[config.mk]
export PLATFORM = sky130hd
export DESIGN_NAME = muskoka_wb_arbiter_flat
export DESIGN_NICKNAME = d
export VERILOG_FILES = /design/src/rtl/muskoka_wb_arbiter_pkg.sv /design/src/rtl/muskoka_wb_arbiter_if.sv /design/src/rtl/muskoka_wb_arbiter_rr_pick.sv /design/src/rtl/muskoka_wb_arbiter.sv /design/src/flat_wrapper.sv
export SDC_FILE = /design/constraint.sdc
export NUM_CORES = 1
export LEC_CHECK = 0
export ABC_CLOCK_PERIOD_IN_PS = 1350
export CORE_AREA = 2 2 112 114
export CTS_CLUSTER_SIZE = 14
export DETAILED_ROUTE_END_ITERATION = 8
export DIE_AREA = 0 0 114 116
export PLACE_DENSITY = 0.55
export SYNTH_ARGS = -nofsm -noshare
export SYNTH_HDL_FRONTEND = slang
export SYNTH_SLANG_ARGS = --single-unit
[constraint.sdc]
create_clock -name clk_i -period 1.35 [get_ports clk_i]
set_input_delay 0.405 -clock clk_i [delete_from_list [all_inputs] [get_ports clk_i]]
set_output_delay 0.405 -clock clk_i [all_outputs]
set_load 0.02 [all_outputs]
[src/rtl/muskoka_wb_arbiter_pkg.sv]
// Shared widths, FSM state encoding and helpers for the muskoka Wishbone arbiter.
package muskoka_wb_arbiter_pkg;

    localparam int unsigned MAX_M  = 8;
    localparam int unsigned BUS_AW = 32;
    localparam int unsigned BUS_DW = 32;
    localparam int unsigned TMO_W  = 16;

    typedef enum logic [0:0] {
        ST_IDLE,
        ST_OWN
    } state_e;

    // Index width for n masters, never below 1 bit.
    function automatic int unsigned clog2w(input int unsigned n);
        return (n > 2) ? $clog2(n) : 1;
    endfunction

endpackage

[src/rtl/muskoka_wb_arbiter_if.sv]
// Bundle of per-master request lines and the shared slave port of the muskoka arbiter.
interface muskoka_wb_arbiter_if #(
    parameter int unsigned NUM_M = 2,
    parameter int unsigned AW    = 32,
    parameter int unsigned DW    = 32
);
    localparam int unsigned SW = DW / 8;

    logic [NUM_M-1:0]    m_cyc_i;
    logic [NUM_M-1:0]    m_stb_i;
    logic [NUM_M-1:0]    m_we_i;
    logic [NUM_M*SW-1:0] m_sel_i;
    logic [NUM_M*AW-1:0] m_adr_i;
    logic [NUM_M*DW-1:0] m_dat_i;
    logic [DW-1:0]       m_dat_o;
    logic [NUM_M-1:0]    m_ack_o;
    logic [NUM_M-1:0]    m_err_o;

    logic                s_cyc_o;
    logic                s_stb_o;
    logic                s_we_o;
    logic [SW-1:0]       s_sel_o;
    logic [AW-1:0]       s_adr_o;
    logic [DW-1:0]       s_dat_o;
    logic [DW-1:0]       s_dat_i;
    logic                s_ack_i;
    logic                s_err_i;

    logic [NUM_M-1:0]    grant_o;

    // Arbiter view: it masters the shared slave port.
    modport master (
        input  m_cyc_i, m_stb_i, m_we_i, m_sel_i, m_adr_i, m_dat_i,
        input  s_dat_i, s_ack_i, s_err_i,
        output m_dat_o, m_ack_o, m_err_o,
        output s_cyc_o, s_stb_o, s_we_o, s_sel_o, s_adr_o, s_dat_o,
        output grant_o
    );

    // Surrounding system view: masters and the bus decoder.
    modport slave (
        output m_cyc_i, m_stb_i, m_we_i, m_sel_i, m_adr_i, m_dat_i,
        output s_dat_i, s_ack_i, s_err_i,
        input  m_dat_o, m_ack_o, m_err_o,
        input  s_cyc_o, s_stb_o, s_we_o, s_sel_o, s_adr_o, s_dat_o,
        input  grant_o
    );

endinterface

[src/rtl/muskoka_wb_arbiter_rr_pick.sv]
// Combinational round-robin picker: first requester at or after the pointer, wrapping.
module muskoka_wb_arbiter_rr_pick
    import muskoka_wb_arbiter_pkg::*;
#(
    parameter int unsigned NUM_M = 2,
    localparam int unsigned IW   = clog2w(NUM_M)
) (
    input  logic [NUM_M-1:0] req_i,
    input  logic [IW-1:0]    ptr_i,
    output logic [NUM_M-1:0] gnt_o,
    output logic [IW-1:0]    idx_o,
    output logic             valid_o
);

    int unsigned p;

    always_comb begin
        gnt_o   = '0;
        idx_o   = '0;
        valid_o = 1'b0;
        p       = 32'(ptr_i);
        // Outer loop walks priority order, inner loop matches it to a constant bit position.
        for (int unsigned i = 0; i < NUM_M; i++) begin
            for (int unsigned j = 0; j < NUM_M; j++) begin
                if (!valid_o && req_i[j] && (((p + i) % NUM_M) == j)) begin
                    valid_o  = 1'b1;
                    gnt_o[j] = 1'b1;
                    idx_o    = IW'(j);
                end
            end
        end
    end

endmodule

[src/rtl/muskoka_wb_arbiter.sv]
// Round-robin Wishbone B3 classic arbiter granting whole cyc tenures to one of NUM_M masters.
// Optional WB_ARB_TIMEOUT_EN: forces a one-cycle err after TIMEOUT stalled strobe cycles.
module muskoka_wb_arbiter
    import muskoka_wb_arbiter_pkg::*;
#(
    parameter int unsigned NUM_M   = 2,
    parameter int unsigned AW      = BUS_AW,
    parameter int unsigned DW      = BUS_DW,
    parameter int unsigned TIMEOUT = 255
) (
    input logic                  clk_i,
    input logic                  rst_i,
    muskoka_wb_arbiter_if.master bus
);

    localparam int unsigned SW = DW / 8;
    localparam int unsigned IW = clog2w(NUM_M);

    if (NUM_M < 2 || NUM_M > MAX_M) begin : g_bad_num_m
        $error("NUM_M must be within 2..MAX_M");
    end
    if (TIMEOUT < 1 || TIMEOUT > 65535) begin : g_bad_timeout
        $error("TIMEOUT must be within 1..65535");
    end

    state_e           state_q;
    logic [NUM_M-1:0] grant_q;
    logic [IW-1:0]    gidx_q;
    logic [IW-1:0]    ptr_q;

    logic [NUM_M-1:0] pick_gnt;
    logic [IW-1:0]    pick_idx;
    logic             pick_valid;

    logic             own;
    logic             g_cyc;
    logic             g_stb;
    logic             g_we;
    logic [SW-1:0]    g_sel;
    logic [AW-1:0]    g_adr;
    logic [DW-1:0]    g_dat;
    logic             s_stb;
    logic             tmo_hit;

    muskoka_wb_arbiter_rr_pick #(
        .NUM_M (NUM_M)
    ) u_pick (
        .req_i   (bus.m_cyc_i),
        .ptr_i   (ptr_q),
        .gnt_o   (pick_gnt),
        .idx_o   (pick_idx),
        .valid_o (pick_valid)
    );

    always_ff @(posedge clk_i) begin
        if (rst_i) begin
            state_q <= ST_IDLE;
            grant_q <= '0;
            gidx_q  <= '0;
            ptr_q   <= '0;
        end else begin
            unique case (state_q)
                ST_IDLE: begin
                    if (pick_valid) begin
                        grant_q <= pick_gnt;
                        gidx_q  <= pick_idx;
                        state_q <= ST_OWN;
                    end
                end
                ST_OWN: begin
                    // Returning to IDLE always costs one cycle, which lets the pointer move on.
                    if (!g_cyc) begin
                        grant_q <= '0;
                        ptr_q   <= (gidx_q == IW'(NUM_M - 1)) ? '0 : gidx_q + IW'(1);
                        state_q <= ST_IDLE;
                    end
                end
                default: state_q <= ST_IDLE;
            endcase
        end
    end

    assign own = (state_q == ST_OWN);

    always_comb begin
        g_cyc = 1'b0;
        g_stb = 1'b0;
        g_we  = 1'b0;
        g_sel = '0;
        g_adr = '0;
        g_dat = '0;
        for (int unsigned k = 0; k < NUM_M; k++) begin
            if (own && gidx_q == IW'(k)) begin
                g_cyc = bus.m_cyc_i[k];
                g_stb = bus.m_stb_i[k];
                g_we  = bus.m_we_i[k];
                g_sel = bus.m_sel_i[k*SW +: SW];
                g_adr = bus.m_adr_i[k*AW +: AW];
                g_dat = bus.m_dat_i[k*DW +: DW];
            end
        end
    end

    // A strobe without cycle is never presented, so dropping cyc aborts the slave transfer.
    assign s_stb = g_cyc & g_stb;

`ifdef WB_ARB_TIMEOUT_EN
    logic [TMO_W-1:0] tmo_q;

    assign tmo_hit = s_stb && !bus.s_ack_i && !bus.s_err_i && (tmo_q == TMO_W'(TIMEOUT - 1));

    always_ff @(posedge clk_i) begin
        if (rst_i || !own) begin
            tmo_q <= '0;
        end else if (bus.s_ack_i || bus.s_err_i || tmo_hit) begin
            tmo_q <= '0;
        end else if (s_stb) begin
            tmo_q <= tmo_q + TMO_W'(1);
        end
    end
`else
    assign tmo_hit = 1'b0;
`endif

    assign bus.s_cyc_o = g_cyc;
    assign bus.s_stb_o = s_stb;
    assign bus.s_we_o  = g_we;
    assign bus.s_sel_o = g_sel;
    assign bus.s_adr_o = g_adr;
    assign bus.s_dat_o = g_dat;

    // grant_q is zero outside OWN, so terminations in IDLE never reach a master.
    assign bus.m_dat_o = bus.s_dat_i;
    assign bus.m_ack_o = grant_q & {NUM_M{bus.s_ack_i}};
    assign bus.m_err_o = grant_q & {NUM_M{bus.s_err_i | tmo_hit}};
    assign bus.grant_o = grant_q;

endmodule

[src/flat_wrapper.sv]
// flat-port wrapper written by rule: the top's interface ports become plain ports
module muskoka_wb_arbiter_flat import muskoka_wb_arbiter_pkg::*;
#(
    parameter int unsigned NUM_M   = 2,
    parameter int unsigned AW      = BUS_AW,
    parameter int unsigned DW      = BUS_DW,
    parameter int unsigned TIMEOUT = 255
)
  (clk_i, rst_i, bus_m_cyc_i, bus_m_stb_i, bus_m_we_i, bus_m_sel_i, bus_m_adr_i, bus_m_dat_i, bus_s_dat_i, bus_s_ack_i, bus_s_err_i, bus_m_dat_o, bus_m_ack_o, bus_m_err_o, bus_s_cyc_o, bus_s_stb_o, bus_s_we_o, bus_s_sel_o, bus_s_adr_o, bus_s_dat_o, bus_grant_o);
  muskoka_wb_arbiter_if #(.NUM_M(NUM_M), .AW(AW), .DW(DW)) bus_i ();
  input logic clk_i;
  input logic rst_i;
  input wire logic [$bits(bus_i.m_cyc_i)-1:0] bus_m_cyc_i;
  input wire logic [$bits(bus_i.m_stb_i)-1:0] bus_m_stb_i;
  input wire logic [$bits(bus_i.m_we_i)-1:0] bus_m_we_i;
  input wire logic [$bits(bus_i.m_sel_i)-1:0] bus_m_sel_i;
  input wire logic [$bits(bus_i.m_adr_i)-1:0] bus_m_adr_i;
  input wire logic [$bits(bus_i.m_dat_i)-1:0] bus_m_dat_i;
  input wire logic [$bits(bus_i.s_dat_i)-1:0] bus_s_dat_i;
  input wire logic [$bits(bus_i.s_ack_i)-1:0] bus_s_ack_i;
  input wire logic [$bits(bus_i.s_err_i)-1:0] bus_s_err_i;
  output wire logic [$bits(bus_i.m_dat_o)-1:0] bus_m_dat_o;
  output wire logic [$bits(bus_i.m_ack_o)-1:0] bus_m_ack_o;
  output wire logic [$bits(bus_i.m_err_o)-1:0] bus_m_err_o;
  output wire logic [$bits(bus_i.s_cyc_o)-1:0] bus_s_cyc_o;
  output wire logic [$bits(bus_i.s_stb_o)-1:0] bus_s_stb_o;
  output wire logic [$bits(bus_i.s_we_o)-1:0] bus_s_we_o;
  output wire logic [$bits(bus_i.s_sel_o)-1:0] bus_s_sel_o;
  output wire logic [$bits(bus_i.s_adr_o)-1:0] bus_s_adr_o;
  output wire logic [$bits(bus_i.s_dat_o)-1:0] bus_s_dat_o;
  output wire logic [$bits(bus_i.grant_o)-1:0] bus_grant_o;
  assign bus_i.m_cyc_i = bus_m_cyc_i;
  assign bus_i.m_stb_i = bus_m_stb_i;
  assign bus_i.m_we_i = bus_m_we_i;
  assign bus_i.m_sel_i = bus_m_sel_i;
  assign bus_i.m_adr_i = bus_m_adr_i;
  assign bus_i.m_dat_i = bus_m_dat_i;
  assign bus_i.s_dat_i = bus_s_dat_i;
  assign bus_i.s_ack_i = bus_s_ack_i;
  assign bus_i.s_err_i = bus_s_err_i;
  assign bus_m_dat_o = bus_i.m_dat_o;
  assign bus_m_ack_o = bus_i.m_ack_o;
  assign bus_m_err_o = bus_i.m_err_o;
  assign bus_s_cyc_o = bus_i.s_cyc_o;
  assign bus_s_stb_o = bus_i.s_stb_o;
  assign bus_s_we_o = bus_i.s_we_o;
  assign bus_s_sel_o = bus_i.s_sel_o;
  assign bus_s_adr_o = bus_i.s_adr_o;
  assign bus_s_dat_o = bus_i.s_dat_o;
  assign bus_grant_o = bus_i.grant_o;
  muskoka_wb_arbiter #(.NUM_M(NUM_M), .AW(AW), .DW(DW), .TIMEOUT(TIMEOUT)) u_core (.clk_i(clk_i), .rst_i(rst_i), .bus(bus_i));
endmodule
==> impl_metrics.toml <==
[setup_path]
required_ns = 0.95
critical_path_class = "reg2out"
worstSetupStartpointType = "flop"
arrival_ns = 1.37
critPathMaxFanout = 5
setup.worst_path.end_class = "output pin"

[timing]
setup-violations-final = 71
finalHoldViolCount = 0
fin_ws_ns = -0.422
final-max-slew-violation-count = 0
fmax_mhz = 564
layout_worst_path_cycle_share = 1.31
fin_crit_ns = 1.77
worst_slew_pin_tran_ns = 0.268
totalNegativeSetupSlack_ns = -25.62
worst_hold_slack_ns = 0.496
rsz0062_at_grt = "true"
finalClockSkew_ns = 0.00278
relative_slew_slack = 0.821

[floorplan]
pin_count = 287
die_y_um = 116
die_span_x_um = 114
core_region_area_sq_um = 11900
initial_core_util = 0.129
core.rowCount = 40
design.die.area_sq_um = 13200

[pwr]
p_leak_nw = 1.67
power_density_nw_per_um2 = 548
total_power_mw = 2.18
irDropWorstVdd_mv = 0.292

[grt]
grt_antenna_before_repair = 0
grt_pass1_wl_um = 11200
grt_overflow = 0
grt_usage = 0.107
grt_start_max_net_pins = 38
number_of_global_route_vias_before_repair = 2166

[run_status]
status = "finished, violations left"
violations = "setup timing"

[logic_synthesis]
netlist_top_cells_count = "71 x sky130_fd_sc_hd__mux2i_1, 70 x sky130_fd_sc_hd__nor2_1, 40 x sky130_fd_sc_hd__buf_4, 8 x sky130_fd_sc_hd__buf_2, 5 x sky130_fd_sc_hd__dfxtp_1"
synth_top_area_cell = "sky130_fd_sc_hd__mux2i_1"
synth_enable_flop_cells = 0
synthTopCellsByArea = "sky130_fd_sc_hd__mux2i_1 46%, sky130_fd_sc_hd__buf_4 20%, sky130_fd_sc_hd__nor2_1 17%"
synthMostInstantiatedCell = "sky130_fd_sc_hd__mux2i_1"
synth_cell_type_count = 18
postSynth.asyncResetShare = 0
syn-mean-instance-area_sq_um = 7.15
synth.yosys.seq_area_share = 0.0651
synth_top_area_share = 0.462
syn-cell-area_sq_um = 1540
cells_after_synthesis = 215
post_syn_nets = 393
postSynthRegisterBits = 5
yosysWarnings = 0
synth_top_flop_cell = "sky130_fd_sc_hd__dfxtp_1"

[route]
avgViaCountPerCell = 3.86
final_antenna_net_count = 0
finalWirelength_um = 7880
remaining_drc_errors = 0
detailedRoute.firstPassIterationCount = 4
via_count = 2195
routedWlPerCell_um = 13.9
detail_route.iter0.violations = 35

[placement]
place_hpwl_um = 6120
io_buffer_count = 222
place_congestion = 0.847

[clock_network]
cts_inserted_buffers = 3
cts.htree.levels = 1
tritoncts_clock_tree = "built"
cts_root_buf = "sky130_fd_sc_hd__clkbuf_16"
worst_setup_hold_path_clk_slew_ns = 0.03
clock_latency_ns = 0.23
clock_sinks = 5
max-clock-path-buffers = 2

[cells_and_area]
layout_cell_share_with_drive_strength_beyond_1 = 0.292
area_delta_synth_final_pct = 158
nets = 600
num_antenna_cells = 0

[hold_path]
hold_path.class = "reg2reg"

[run]
max_cap_violations = 0
[through the flow]
stage,util,instances,setup slack (ns),cell area (sq um)
after floorplan,-,215,-0.0926,1540
after global placement,0.318,549,-0.908,3780
after detailed placement,0.318,549,-0.919,3780
after CTS,0.328,569,-0.494,3910
after global routing,0.333,568,-0.488,3970
final,0.333,568,-0.422,3970
[worst paths after layout]
kind	start	to	slack (ns)	cells past startpoint
setup / recovery	u_core.gidx_q	bus_s_dat_o[0]	-0.42	6
hold / removal	u_core.ptr_q	u_core.ptr_q	0.50	2
setup reg to reg	u_core.gidx_q	u_core.bus.grant_o[0]	0.06	5
hold reg to reg	u_core.ptr_q	u_core.ptr_q	0.50	2
[cell usage in the layout, fill, tap and decap left out]
cell type | netlist | layout
sky130_fd_sc_hd__mux2i_4 | 0 | 4
sky130_fd_sc_hd__mux2i_2 | 0 | 4
sky130_fd_sc_hd__nor2b_1 | 1 | 1
sky130_fd_sc_hd__o211ai_1 | 1 | 1
sky130_fd_sc_hd__nand3b_1 | 1 | 1
sky130_fd_sc_hd__nor3_2 | 0 | 1
sky130_fd_sc_hd__clkdlybuf4s50_1 | 0 | 141
sky130_fd_sc_hd__o21a_1 | 1 | 1
sky130_fd_sc_hd__a21oi_1 | 4 | 4
sky130_fd_sc_hd__nand3_1 | 1 | 1
sky130_fd_sc_hd__buf_4 | 40 | 34
sky130_fd_sc_hd__nor2_1 | 70 | 70
sky130_fd_sc_hd__buf_6 | 0 | 5
sky130_fd_sc_hd__dlygate4sd2_1 | 0 | 2
sky130_fd_sc_hd__a31oi_1 | 1 | 1
sky130_fd_sc_hd__inv_2 | 0 | 1
sky130_fd_sc_hd__inv_1 | 2 | 1
sky130_fd_sc_hd__clkdlybuf4s15_1 | 0 | 2
sky130_fd_sc_hd__buf_16 | 0 | 5
sky130_fd_sc_hd__o21bai_1 | 1 | 1
sky130_fd_sc_hd__dfxtp_4 | 0 | 1
sky130_fd_sc_hd__clkbuf_16 | 0 | 3
sky130_fd_sc_hd__and2_4 | 0 | 4
sky130_fd_sc_hd__buf_12 | 0 | 14
sky130_fd_sc_hd__o21ai_0 | 2 | 2
sky130_fd_sc_hd__buf_2 | 8 | 45
sky130_fd_sc_hd__dfxtp_1 | 5 | 4
sky130_fd_sc_hd__mux2i_1 | 71 | 63
sky130_fd_sc_hd__and3b_1 | 1 | 1
sky130_fd_sc_hd__clkdlybuf4s15_2 | 0 | 2
sky130_fd_sc_hd__clkbuf_1 | 0 | 1
[power by group]
part           switching (mW)  internal [mW]  leakage [nW]  total [mW]
clock network           0.108          0.392        0.0382       0.500
logic                   0.611          0.887          1.59        1.50
registers              0.0174          0.162        0.0420       0.179
total                   0.736           1.44          1.67        2.18
[layer usage]
layer,track usage,part of all wire,routed length (um)
met1,0.125,0.39,3090
met2,0.203,0.53,4180
met4,0.0268,0.014,108
met3,0.0183,0.064,504
met5,0,0,0
[cell type report]
type	count	area, sq um
flip-flops and latches	5	104
multi-input cells	160	1170
repair buffers	250	2430
clock buffers	4	78.8
fillers	1279	7940
well taps	147	184
inverters	2	7.51
[timing repair]
item	in CTS	in global routing
endpoints found under the hold margin	0	0
setup buffers	9	1
pin swaps	4	15
resized for setup	343	30
setup endpoints to repair	80	74
hold buffers	0	0
cloned	7	0
[critical path: stages, from the launching register on]
cell and delay (ns):
sky130_fd_sc_hd__dfxtp_4 0.41, sky130_fd_sc_hd__buf_12 0.12, sky130_fd_sc_hd__buf_12 0.11, sky130_fd_sc_hd__buf_12 0.10, sky130_fd_sc_hd__mux2i_2 0.18, sky130_fd_sc_hd__nor2_1 0.06, sky130_fd_sc_hd__buf_4 0.16
[sequential cells by signal, summed over array words and instances (netlist names)]
register and flops:
u_core.own 1, u_core.ptr_q 1, u_core.bus.grant_o 2, u_core.gidx_q 1
[cell families after synthesis]
kind of cell           Yosys count  share of synthesized area
AO/OA/AOI/OAI                   10                     0.0383
buffers and inverters           50                      0.226
flip-flops                       5                     0.0651
multiplexers                    71                      0.462
AND/OR/NAND/NOR                 79                      0.208
No activity file was read; power rests on OpenSTA's default activity.
